## config.mk

```make
export PLATFORM = sky130hd
export DESIGN_NAME = maquina_estados_param
export DESIGN_NICKNAME = d
export VERILOG_FILES = /design/src/rtl/maquina_estados_param.sv
export SDC_FILE = /design/constraint.sdc
export NUM_CORES = 1
export LEC_CHECK = 0
export CAP_MARGIN = 20
export CORE_ASPECT_RATIO = 1.25
export CORE_UTILIZATION = 50
export CTS_CLUSTER_SIZE = 8
export DETAILED_ROUTE_END_ITERATION = 6
export PLACE_DENSITY = 0.8
export SETUP_SLACK_MARGIN = 0.1
export SLEW_MARGIN = 5
export SYNTH_ARGS = -nofsm -noshare
export SYNTH_HDL_FRONTEND = slang
export SYNTH_SLANG_ARGS = --single-unit
```

## constraint.sdc

```tcl
create_clock -name clk -period 2.5 [get_ports clk]
set_input_delay 0.5 -clock clk [delete_from_list [all_inputs] [get_ports clk]]
set_output_delay 0.5 -clock clk [all_outputs]
set_load 0.05 [all_outputs]
```

## src/rtl/maquina_estados_param.sv

```systemverilog
// ---------------------------------------------------------------------------
// maquina_estados_param
//
// Control state machine for a bank of NUM_FIFOS FIFOs. It walks
// RESET -> INIT -> IDLE/ACTIVE. It latches the low/high occupancy thresholds
// during INIT and turns the live per-FIFO occupancy counts into
// almost-full / almost-empty flags. It also drives a hysteretic "pause"
// back-pressure signal towards the upstream source.
//
// Optional feature macro: MAQ_ERROR_EN
//   defined   -> the ERROR state and the error_fifos / error_out / error_id
//                ports exist.
//   undefined -> those ports are absent. Encoding 4 is illegal and recovers
//                to RESET.
//
// Parameters
//   NUM_FIFOS     number of FIFOs monitored (default 8)
//   CNT_W         width of each occupancy count and of both thresholds
//                 (default 3)
//
// Ports
//   clk             single clock, rising edge
//   reset_L         asynchronous active-low reset
//   init            level request for INIT (threshold load)
//   umbral_bajo     low threshold to load
//   umbral_alto     high threshold to load
//   empty_fifos     per-FIFO empty flags
//   fifo_count      packed counts, FIFO i at [i*CNT_W +: CNT_W]
//   error_fifos     per-FIFO error pulses            (MAQ_ERROR_EN only)
//   estado          current state encoding
//   init_out        one-hot indicator for INIT
//   idle_out        one-hot indicator for IDLE
//   active_out      one-hot indicator for ACTIVE
//   umbral_bajo_out committed low threshold
//   umbral_alto_out committed high threshold
//   almost_full     per-FIFO count >= umbral_alto_out
//   almost_empty    per-FIFO count <= umbral_bajo_out
//   error_out       sticky error indicator            (MAQ_ERROR_EN only)
//   error_id        error_fifos snapshot on entry     (MAQ_ERROR_EN only)
//   pause           hysteretic back-pressure
// ---------------------------------------------------------------------------
module maquina_estados_param #(
    parameter int NUM_FIFOS = 8,
    parameter int CNT_W     = 3
) (
    input  logic                       clk,
    input  logic                       reset_L,
    input  logic                       init,
    input  logic [CNT_W-1:0]           umbral_bajo,
    input  logic [CNT_W-1:0]           umbral_alto,
    input  logic [NUM_FIFOS-1:0]       empty_fifos,
    input  logic [NUM_FIFOS*CNT_W-1:0] fifo_count,
`ifdef MAQ_ERROR_EN
    input  logic [NUM_FIFOS-1:0]       error_fifos,
    output logic                       error_out,
    output logic [NUM_FIFOS-1:0]       error_id,
`endif
    output logic [2:0]                 estado,
    output logic                       init_out,
    output logic                       idle_out,
    output logic                       active_out,
    output logic [CNT_W-1:0]           umbral_bajo_out,
    output logic [CNT_W-1:0]           umbral_alto_out,
    output logic [NUM_FIFOS-1:0]       almost_full,
    output logic [NUM_FIFOS-1:0]       almost_empty,
    output logic                       pause
);

    typedef enum logic [2:0] {
        ST_RESET  = 3'd0,
        ST_INIT   = 3'd1,
        ST_IDLE   = 3'd2,
        ST_ACTIVE = 3'd3,
        ST_ERROR  = 3'd4
    } state_t;

    state_t               state;
    state_t               next_state;

    logic [CNT_W-1:0]     shadow_bajo;
    logic [CNT_W-1:0]     shadow_alto;
    logic [CNT_W-1:0]     commit_bajo;

    logic [NUM_FIFOS-1:0] full_cond;
    logic [NUM_FIFOS-1:0] empty_cond;
    logic                 any_full;
    logic                 all_low;
    logic                 op_now;
    logic                 op_next;
    logic                 flags_live;

    assign estado = state;

    // Per-FIFO threshold comparisons against the committed thresholds.
    // Both compares are unsigned and CNT_W wide. A high threshold of zero
    // therefore makes every FIFO look almost full. That case is legal.
    always_comb begin
        full_cond  = '0;
        empty_cond = '0;
        for (int i = 0; i < NUM_FIFOS; i++) begin
            full_cond[i]  = (fifo_count[i*CNT_W +: CNT_W] >= umbral_alto_out);
            empty_cond[i] = (fifo_count[i*CNT_W +: CNT_W] <= umbral_bajo_out);
        end
    end

    assign any_full = |full_cond;
    assign all_low  = &empty_cond;

    // Flags are only meaningful while the machine is operating. They need
    // both the current and the next state in IDLE/ACTIVE. This keeps them
    // at zero on the INIT->IDLE commit edge, so the first evaluated flags
    // see the freshly committed thresholds. It also keeps them at zero on
    // the edge that leaves IDLE/ACTIVE.
    assign op_now     = (state == ST_IDLE) || (state == ST_ACTIVE);
    assign op_next    = (next_state == ST_IDLE) || (next_state == ST_ACTIVE);
    assign flags_live = op_now && op_next;

    // A low threshold above the high one would make the hysteresis band
    // inverted. In that case the low threshold is clamped down to the high
    // threshold at commit time.
    assign commit_bajo = (shadow_bajo > shadow_alto) ? shadow_alto : shadow_bajo;

    // Next-state logic. In IDLE/ACTIVE an error has priority over an init
    // request. An init request has priority over the all-empty check.
    // Any unused encoding recovers to RESET.
    always_comb begin
        next_state = ST_RESET;
        case (state)
            ST_RESET: begin
                next_state = ST_INIT;
            end
            ST_INIT: begin
                if (init) begin
                    next_state = ST_INIT;
                end else begin
                    next_state = ST_IDLE;
                end
            end
            ST_IDLE, ST_ACTIVE: begin
`ifdef MAQ_ERROR_EN
                if (|error_fifos) begin
                    next_state = ST_ERROR;
                end else if (init) begin
`else
                if (init) begin
`endif
                    next_state = ST_INIT;
                end else if (&empty_fifos) begin
                    next_state = ST_IDLE;
                end else begin
                    next_state = ST_ACTIVE;
                end
            end
`ifdef MAQ_ERROR_EN
            ST_ERROR: begin
                if (init) begin
                    next_state = ST_INIT;
                end else begin
                    next_state = ST_ERROR;
                end
            end
`endif
            default: begin
                next_state = ST_RESET;
            end
        endcase
    end

    // State register together with the one-hot state indicators. The
    // indicators are decoded from next_state so that they line up with
    // estado on the same edge.
    always_ff @(posedge clk or negedge reset_L) begin
        if (!reset_L) begin
            state      <= ST_RESET;
            init_out   <= 1'b0;
            idle_out   <= 1'b0;
            active_out <= 1'b0;
        end else begin
            state      <= next_state;
            init_out   <= (next_state == ST_INIT);
            idle_out   <= (next_state == ST_IDLE);
            active_out <= (next_state == ST_ACTIVE);
        end
    end

    // Threshold handling. While INIT is held, the inputs are captured into
    // the shadow registers every cycle. The edge that leaves INIT commits
    // the shadows to the visible outputs. Outside INIT the committed
    // values are retained.
    always_ff @(posedge clk or negedge reset_L) begin
        if (!reset_L) begin
            shadow_bajo     <= '0;
            shadow_alto     <= '0;
            umbral_bajo_out <= '0;
            umbral_alto_out <= '0;
        end else if (state == ST_INIT) begin
            if (init) begin
                shadow_bajo <= umbral_bajo;
                shadow_alto <= umbral_alto;
            end else begin
                umbral_bajo_out <= commit_bajo;
                umbral_alto_out <= shadow_alto;
            end
        end
    end

    // Registered occupancy flags. They are cleared whenever the machine is
    // not operating.
    always_ff @(posedge clk or negedge reset_L) begin
        if (!reset_L) begin
            almost_full  <= '0;
            almost_empty <= '0;
        end else if (flags_live) begin
            almost_full  <= full_cond;
            almost_empty <= empty_cond;
        end else begin
            almost_full  <= '0;
            almost_empty <= '0;
        end
    end

    // Hysteretic back-pressure. Pause sets as soon as any FIFO reaches the
    // high threshold. It releases only once every FIFO has drained to the
    // low threshold. In between, it keeps its previous value. Entering or
    // sitting in ERROR forces pause high so the source stops feeding a
    // faulty bank.
    always_ff @(posedge clk or negedge reset_L) begin
        if (!reset_L) begin
            pause <= 1'b0;
`ifdef MAQ_ERROR_EN
        end else if (next_state == ST_ERROR) begin
            pause <= 1'b1;
`endif
        end else if (flags_live) begin
            if (any_full) begin
                pause <= 1'b1;
            end else if (all_low) begin
                pause <= 1'b0;
            end
        end else begin
            pause <= 1'b0;
        end
    end

`ifdef MAQ_ERROR_EN
    // Error capture. The error_fifos snapshot is taken only on the edge
    // that enters ERROR, then held while the machine stays there. Any
    // other destination (in practice INIT) clears both error outputs.
    always_ff @(posedge clk or negedge reset_L) begin
        if (!reset_L) begin
            error_out <= 1'b0;
            error_id  <= '0;
        end else if (next_state == ST_ERROR) begin
            if (state != ST_ERROR) begin
                error_out <= 1'b1;
                error_id  <= error_fifos;
            end
        end else begin
            error_out <= 1'b0;
            error_id  <= '0;
        end
    end
`endif

endmodule
```

==> results of run 1 <==
## report_power, final
group | internal, mW | switching, mW | leakage, nW
clock | 0.196 | 0.208 | 0.0452
sequential | 0.705 | 0.128 | 0.428
combinational | 0.860 | 1.24 | 1.04
total | 1.76 | 1.58 | 1.52
## cells by family after synthesis
kind of cell               Yosys count  share of synthesized area (%)
AOI/OAI and AO/OA                   54                          16.61
adders and majority gates           51                          27.42
buffers and inverters               30                          5.107
DFF                                 34                          36.56
muxes                               10                          4.678
other                                1                         0.1611
and+or+nand+nor                     41                          9.463
## area by class of cell
cell class | count | area (um2)
Sequential cell | 34 | 850.8
Fill cell | 361 | 1250
Multi-Input combinational cell | 157 | 1358
Clock buffer | 6 | 72.57
Timing Repair Buffer | 72 | 710.7
Tap cell | 58 | 72.57
Clock inverter | 2 | 13.76
Inverter | 26 | 97.59
## sequential cells by signal (all words and copies together), names as in the netlist, 2 cells and up
| register | flops |
|---|---|
| almost_empty | 8 |
| umbral_alto_out | 3 |
| umbral_bajo_out | 3 |
| estado | 2 |
| shadow_bajo | 3 |
| shadow_alto | 3 |
| almost_full | 8 |
## worst paths after layout
path | depth (start not counted) | slack, ps | to
min | 1 | 540 | shadow_bajo[0]
max in group asynchronous | 2 | 1590 | almost_empty[4]
min in group asynchronous | 2 | 610 | almost_empty[5]
min reg2reg | 1 | 540 | shadow_bajo[0]
max reg2reg | 6 | 530 | pause
max | 1 | 230 | umbral_alto_out[0]
## worst reg2reg max path, stage by stage, from the launching register on
cell,delay [ps]
dfrtp_1,400
inv_1,280
ha_1,340
a211oi_2,230
o22ai_1,170
o41ai_2,320
a31oi_1,110
## layer usage
metal	wire, um	track usage, %	up-vias
li1	-	-	937
met1	2103	25.07	892
met2	2660	42.69	53
met3	223	4.651	10
met4	108	8.140	0
met5	0	0	-
## layout by cell type, fill, tap and decap left out, types with 7 or more instances in the layout
cell type,count
nand3_1,8
dfrtp_1,34
o21a_1,8
mux2_2,7
nand2b_1,9
inv_1,25
ha_1,51
clkdlybuf4s50_1,68
a21oi_1,11
a21o_1,9
o21ai_0,10
nor2_1,14
==> impl.org, run 1 <==
** Outcome
- The flow ran to the end, and the final reports show no timing, DRC or antenna violations.

** Critical path
- Setup crit start :: umbral_alto_out[0]
- The largest individual stage delay along the critical path comes from the cell clkdlybuf4s50_1.
- Critical-path maximum fanout :: 10
- Data on the critical path arrives at its endpoint at 1770 ps.
- CP Launch Type :: flip-flop
- Buffers and inverters on the worst path :: 1
- WS Path Type :: flip-flop to primary output
- For this run, the slowest stage of the critical path takes between 800 and 900 ps.
- The worst register-to-register path begins at umbral_bajo_out[1].
- The worst setup path is captured at a primary output.
- Top cell family by delay on the critical path :: buffers and inverters
- Required time at the worst-slack endpoint :: 2000 ps
- The signal on the critical path passes through clkdlybuf4s50_1.

** Clocking
- Buffers from clock root to sink, at most :: 2
- CTS Root Buffer Type :: clkbuf_8
- Buffers inserted during clock tree synthesis total 5.
- The H-tree was split into 2 levels.
- Gates resized during post-CTS repair numbered 0.
- In this run, post-CTS hold repair placed 0 buffers.
- Clock insertion delay at the later pin of the skew report :: roughly 290 ps
- Setup bufs post-CTS :: 0
- TritonCTS clock tree :: done
- The tree built by TritonCTS fans out to 34 sinks.
- After clock tree synthesis, the clock-pin slew on the worst setup and hold paths is approximately 70 ps.

** Synthesis
- Counting flops with an async set or reset pin after synthesis yields a share of 100.0%.
- Post-synthesis instance area :: ~2300 um2
- Top cells by area in the synthesized netlist :: dfrtp_1 (37%), ha_1 (27%), inv_1 (4.0%), mux2_2 (3.4%), a21o_1 (2.9%)
- The number of different library cells used by synthesis comes to 31.
- Counting every net in the synthesized netlist gives roughly 310.
- Leading register cell type out of synthesis :: dfrtp_1
- A synthesized cell averages between 10 and 15 um2.
- In this run, synthesis produced a sequential element count of 34.
- Summing the sequential cell areas from Yosys gives 36.56% of the chip area.
- Dominant cell type by area after synthesis :: dfrtp_1
- After technology mapping, the gate count stands at roughly 220.
- Yosys mapped a number of flops with a built-in enable equal to 0.
- Among all cell types in the netlist, the one instantiated most often is ha_1.
- By count the netlist is led by ha_1 (51), dfrtp_1 (34), inv_1 (25).
- Summed over its instances, the top area cell type makes up between 30% and 40% of the synthesized netlist area.
- Total of warnings raised by yosys :: 0

** Die
- Pin placement for this block handled 70 I/O pins.
- The die covers about 5000 um2.
- Row Count :: 27
- Chip height :: 78.28 um
- In this run the standard cell core region covers 4425 um2.
- Die Span X :: 63.02 um
- Initial Utilization :: a little over half

** STA
- The final critical path takes up 90.81% of the cycle.
- Final Hold Fails :: 0
- Hold WS :: roughly 540 ps
- On the final layout, the worst clock skew is about 5.9 ps.
- Total of endpoints with negative setup slack in the final report :: 0
- Min cycle time layout :: between 2000 and 2500 ps
- The worst path meets setup with roughly 230 ps of slack.
- Headroom to the max-slew limit came out at 66.28%.
- Achievable clock frequency :: between 400 and 500 MHz
- In the final timing run, aggregate negative setup slack is 0 ps.
- For the pin with the worst max-slew slack, the measured transition is between 500 and 600 ps.
- Final count of pins violating max slew :: 0
- Setup repair after global routing left no endpoint under its margin.

** Detailed routing
- After detailed routing, the total wire length is roughly 5100 um.
- For this run, the detailed router's first-pass iteration total came to 4.
- Residual DRC count :: 0
- For this block, the via count after detailed routing is ~1900.
- The detailed router finished its first iteration with between 40 and 50 violations.
- Using the TritonRoute via totals, the vias-per-cell ratio works out to approximately 5.3.
- Dividing the detail-routed wire length by the instance count gives about 14 um.
- Once detail routing completed, the nets flagged for antenna violations numbered 0.

** Power
- Summed over all cells, the static leakage comes to about 1.5 nW.
- PD cells :: approximately 1100 nW/um2
- Across the VDD grid, the largest voltage drop is around 0.64 mV.
- Total power of the final layout :: approximately 3.3 mW

** Final layout
- From synthesis to final layout, the design area changed by 36.45%.
- Final instance area :: roughly 3200 um2
- Final instance count without filler cells :: about 360
- Final Util :: 71.76%
- Final nets :: about 390
- Share of post-route cells with drive strength above 1 :: a little under a tenth
- The number of antenna diodes in the final layout is 0.

** Worst hold path
- The tightest min-delay check is of the flip-flop to flip-flop type.
- Worst hold path startpoint :: shadow_bajo[0]

** Placed design
- Placement-stage worst setup slack :: ~180 ps
- During placement, the flow inserted port buffers numbering a little under 70.
- Placed Instances :: between 300 and 400
- Detailed Place HPWL :: a little over 4000 um
- Summing all placed instances gives a cell area of roughly 3000 um2.
- Routability-driven placement finished with a final weighted congestion of 0.8293.

** GRT
- Antenna violations before repair :: 0
- Entering global routing, the biggest net connects 35 pins.
- Vias in the first global route :: between 1500 and 2000
- Global routing used a little under a quarter of the available tracks.
- The first global-routing pass estimated ~8600 um of wire.
- The total overflow left after global routing is 0.

** Job
- Across the run, the number of max-cap violations was 0.
Note: power is estimated with default switching activity, not from simulation.
==> run 2: changes to the inputs <==
--- a/config.mk
+++ b/config.mk
@@ -8,6 +8,7 @@
 export CAP_MARGIN = 20
 export CORE_ASPECT_RATIO = 1.25
 export CORE_UTILIZATION = 50
+export CTS_CLUSTER_DIAMETER = 30
 export CTS_CLUSTER_SIZE = 8
 export DETAILED_ROUTE_END_ITERATION = 6
 export PLACE_DENSITY = 0.8
==> results of run 2 <==
The final DEF is identical to that of run 1; final timing and power are the same.
==> run 3: changes to the inputs <==
--- a/config.mk
+++ b/config.mk
@@ -7,11 +7,12 @@
 export LEC_CHECK = 0
 export CAP_MARGIN = 20
 export CORE_ASPECT_RATIO = 1.25
-export CORE_UTILIZATION = 50
+export CORE_UTILIZATION = 51
 export CTS_CLUSTER_DIAMETER = 30
 export CTS_CLUSTER_SIZE = 8
 export DETAILED_ROUTE_END_ITERATION = 6
-export PLACE_DENSITY = 0.8
+export PLACE_DENSITY = 0.82
+export REMOVE_ABC_BUFFERS = 1
 export SETUP_SLACK_MARGIN = 0.1
 export SLEW_MARGIN = 5
 export SYNTH_ARGS = -nofsm -noshare
==> impl.org, run 3 (synthesized netlist as in run 1, its figures left out) <==
** Outcome
- The flow ran to the end, and the final reports show no timing, DRC or antenna violations.

** Clocking
- Post-CTS sizing :: 0 (unchanged)
- Inserted Clock Buffers :: 5 (unchanged)
- Buffers from clock root to sink, at most :: 2 (unchanged)
- The number of buffers inserted by hold repair at cts was 0 (unchanged).
- The maximum level of the CTS H-tree is 2 (unchanged).
- The clock latency on the worst-skew pair came to 290 ps (about the same).
- TritonCTS clock tree :: done
- The count of buffers added by post-CTS timing repair for setup was 0 (unchanged).
- The clock-pin slew on the worst setup and hold paths is 70 ps (about the same).
- The count of clock tree sinks came to 34 (unchanged).
- CTS Root Buffer Type :: clkbuf_8

** Die
- Std-Cell Core Area :: 4392 um2 (-0.76%)
- Row Count :: 27 (unchanged)
- The I/O pin count came to 70 (unchanged).
- The starting density of the core came to 52.99% (+0.40 points).
- Chip height :: 77.53 um (-0.96%)
- Die Span X :: 62.42 um (-0.95%)
- The area of the die came to 4839 um2 (-1.9%).

** STA
- Total of endpoints with negative setup slack in the final report :: 0 (unchanged)
- The number of hold violations in the final report was 0 (unchanged).
- Achievable clock frequency :: 438.7 MHz (-0.40%)
- The minimum clock period after layout was 2279 ps (+9.006 ps).
- The final cycle utilization of the critical path is 91.17% (+0.36 points).
- The max-slew violation count is 0 (unchanged).
- Final total negative setup slack :: 0 ps (unchanged)
- Setup repair after global routing left no endpoint under its margin.
- Hold WS :: 538.4 ps (-2.042 ps)
- The worst-case clock skew was 6.037 ps (+0.1627 ps).
- Actual slew at the worst max-slew pin :: 528.8 ps (+24.68 ps)
- The minimum setup slack in the final design came to 220.8 ps (-9.006 ps).
- Slew HR :: 64.63% (-1.7 points)

** Final layout
- Biggest regs :: almost_empty (8), almost_full (8)
- The fraction of final layout cells with drive strength greater than 1 came to 9.091% (unchanged).
- Compared with the post-synthesis result, the final layout area differs by 36.67%.
- Final instance count without filler cells :: 355 (unchanged)
- The final net count is 388 (unchanged).
- In the layout the commonest cells are clkdlybuf4s50_1 (68), ha_1 (51), dfrtp_1 (34), inv_1 (25), nor2_1 (14).
- Filler Cells Inserted :: 321 (-11%)
- # diodes :: 0 (unchanged)
- Leaving out fill and tap cells, the most frequent cell in the layout is clkdlybuf4s50_1.

** Detailed routing
- The wire length after detailed routing is 5178 um (+1.6%).
- Router iterations before antenna repair :: 4 (unchanged)
- Via Count :: 1877 (-0.79%)
- The antenna violation net count after detailed routing came to 0 (unchanged).
- Avg Vias per Cell :: 5.287 (-0.79%)
- Per-cell routed wire length :: 14.59 um (+1.6%)
- Residual DRC count :: 0 (unchanged)
- Detailed Route Iter0 Violations :: 51 (+6.3%)

** Critical path
- On the critical path, the stage with the largest delay is an instance of clkdlybuf4s50_1.
- The data arrival time of the worst path came to 1780 ps (about the same).
- The worst setup path is launched from a flip-flop.
- The data required time of the worst path was 2000 ps (about the same).
- Critical Path Max Stage Delay :: 890 ps (about the same)
- The largest fanout on the critical path came to 10 (unchanged).
- The setup path with the least slack is of type flip-flop to primary output.
- Buffers and inverters on the worst path :: 1 (unchanged)
- The worst setup path is captured at a primary output.
- Top cell family by delay on the critical path :: buffers and inverters
- Series of cell instances along the critical path :: clkdlybuf4s50_1

** GRT
- Antenna violations before repair :: 0 (unchanged)
- Pin count of the biggest net entering global routing :: 35 (unchanged)
- The remaining global-route overflow came to 0 (unchanged).
- The overall fraction of global-route tracks in use was 24.01% (+1.2 points).
- The first-pass GRT wire length is 8859 um (+2.8%).
- The via count of the first global-routing pass was 1934 (-0.62%).

** Power
- The worst IR drop on VDD is 0.6931 mV (+8.4%).
- The static power due to leakage came to 1.519 nW (+0.20%).
- PD cells :: 1060 nW/um2 (+0.78%)

** Worst hold path
- Class of the tightest hold or removal check :: flip-flop to flip-flop

** Placed design
- IO Port Bufs :: 68 (unchanged)
- Detailed Place HPWL :: 4076 um (+0.77%)
- The instance count after placement with tap cells included came to 347 (unchanged).
- The final weighted congestion of routability-driven global placement was 0.8187 (-1.3%).
- Placement-stage worst setup slack :: 194.2 ps (+11.43 ps)

** Job
- The total of max-cap violations came to 0 (unchanged).
[run 3: cell count changes in the layout (fill, tap and decap cells not counted), sizes merged]
| cell | before | now |
|---|---|---|
| clkbuf | 6 | 7 |
| clkinv | 2 | 1 |
[run 3: area by class of cell]
class	instances	area, um2	area share [%]
timing repair buffer	72	710.7	22.34
inverter	26	97.59	3.068
sequential	34	850.8	26.75
clock buffer	7	86.33	2.714
clock inverter	1	5.005	0.1574
multi-input combinational	157	1358	42.68
tap	58	72.57	2.282
[run 3: metal layers]
layer	wire length (um)	up-vias	track usage (%)	share of wire (%)
li1	-	939	-	-
met2	2764	45	43.48	53
met4	48	0	7.674	0.93
met1	2192	889	27.92	42
met3	172	4	5.000	3.3
met5	0	-	0	0
[run 3: report_power, final]
| group | leakage (nW) | total (mW) | internal [mW] | switching [mW] |
|---|---|---|---|---|
| logic | 1.04 | 2.10 | 0.861 | 1.24 |
| registers | 0.428 | 0.849 | 0.705 | 0.144 |
| clock network | 0.0482 | 0.422 | 0.222 | 0.200 |
[run 3: per-stage QoR]
step,power [mW],cell area (um2),utilization (%)
after floorplan,2.288,2306,-
after CTS,3.406,3181,72.42
after global placement,2.887,3089,70.34
final,3.372,3181,72.42
after detailed placement,2.970,3089,70.34
after global routing,3.648,3181,72.42
[run 3: path summary, 6_finish.rpt]
check                                     end  slack, ps               start  cells after the start
hold / removal             umbral_alto_out[2]        540      shadow_alto[2]                      2
setup reg to reg                        pause        480  umbral_bajo_out[2]                      6
max in group asynchronous      almost_full[7]       1580             reset_L                      2
setup / recovery           umbral_alto_out[0]        220  umbral_alto_out[0]                      1
min in group asynchronous      shadow_bajo[2]        610             reset_L                      2
hold reg to reg            umbral_alto_out[2]        540      shadow_alto[2]                      2
[run 3: tightest hold or removal path, cell delays in order (launching register included)]
cell and delay, ps:
dfrtp_1 390, nand2_1 60, o21ai_0 60
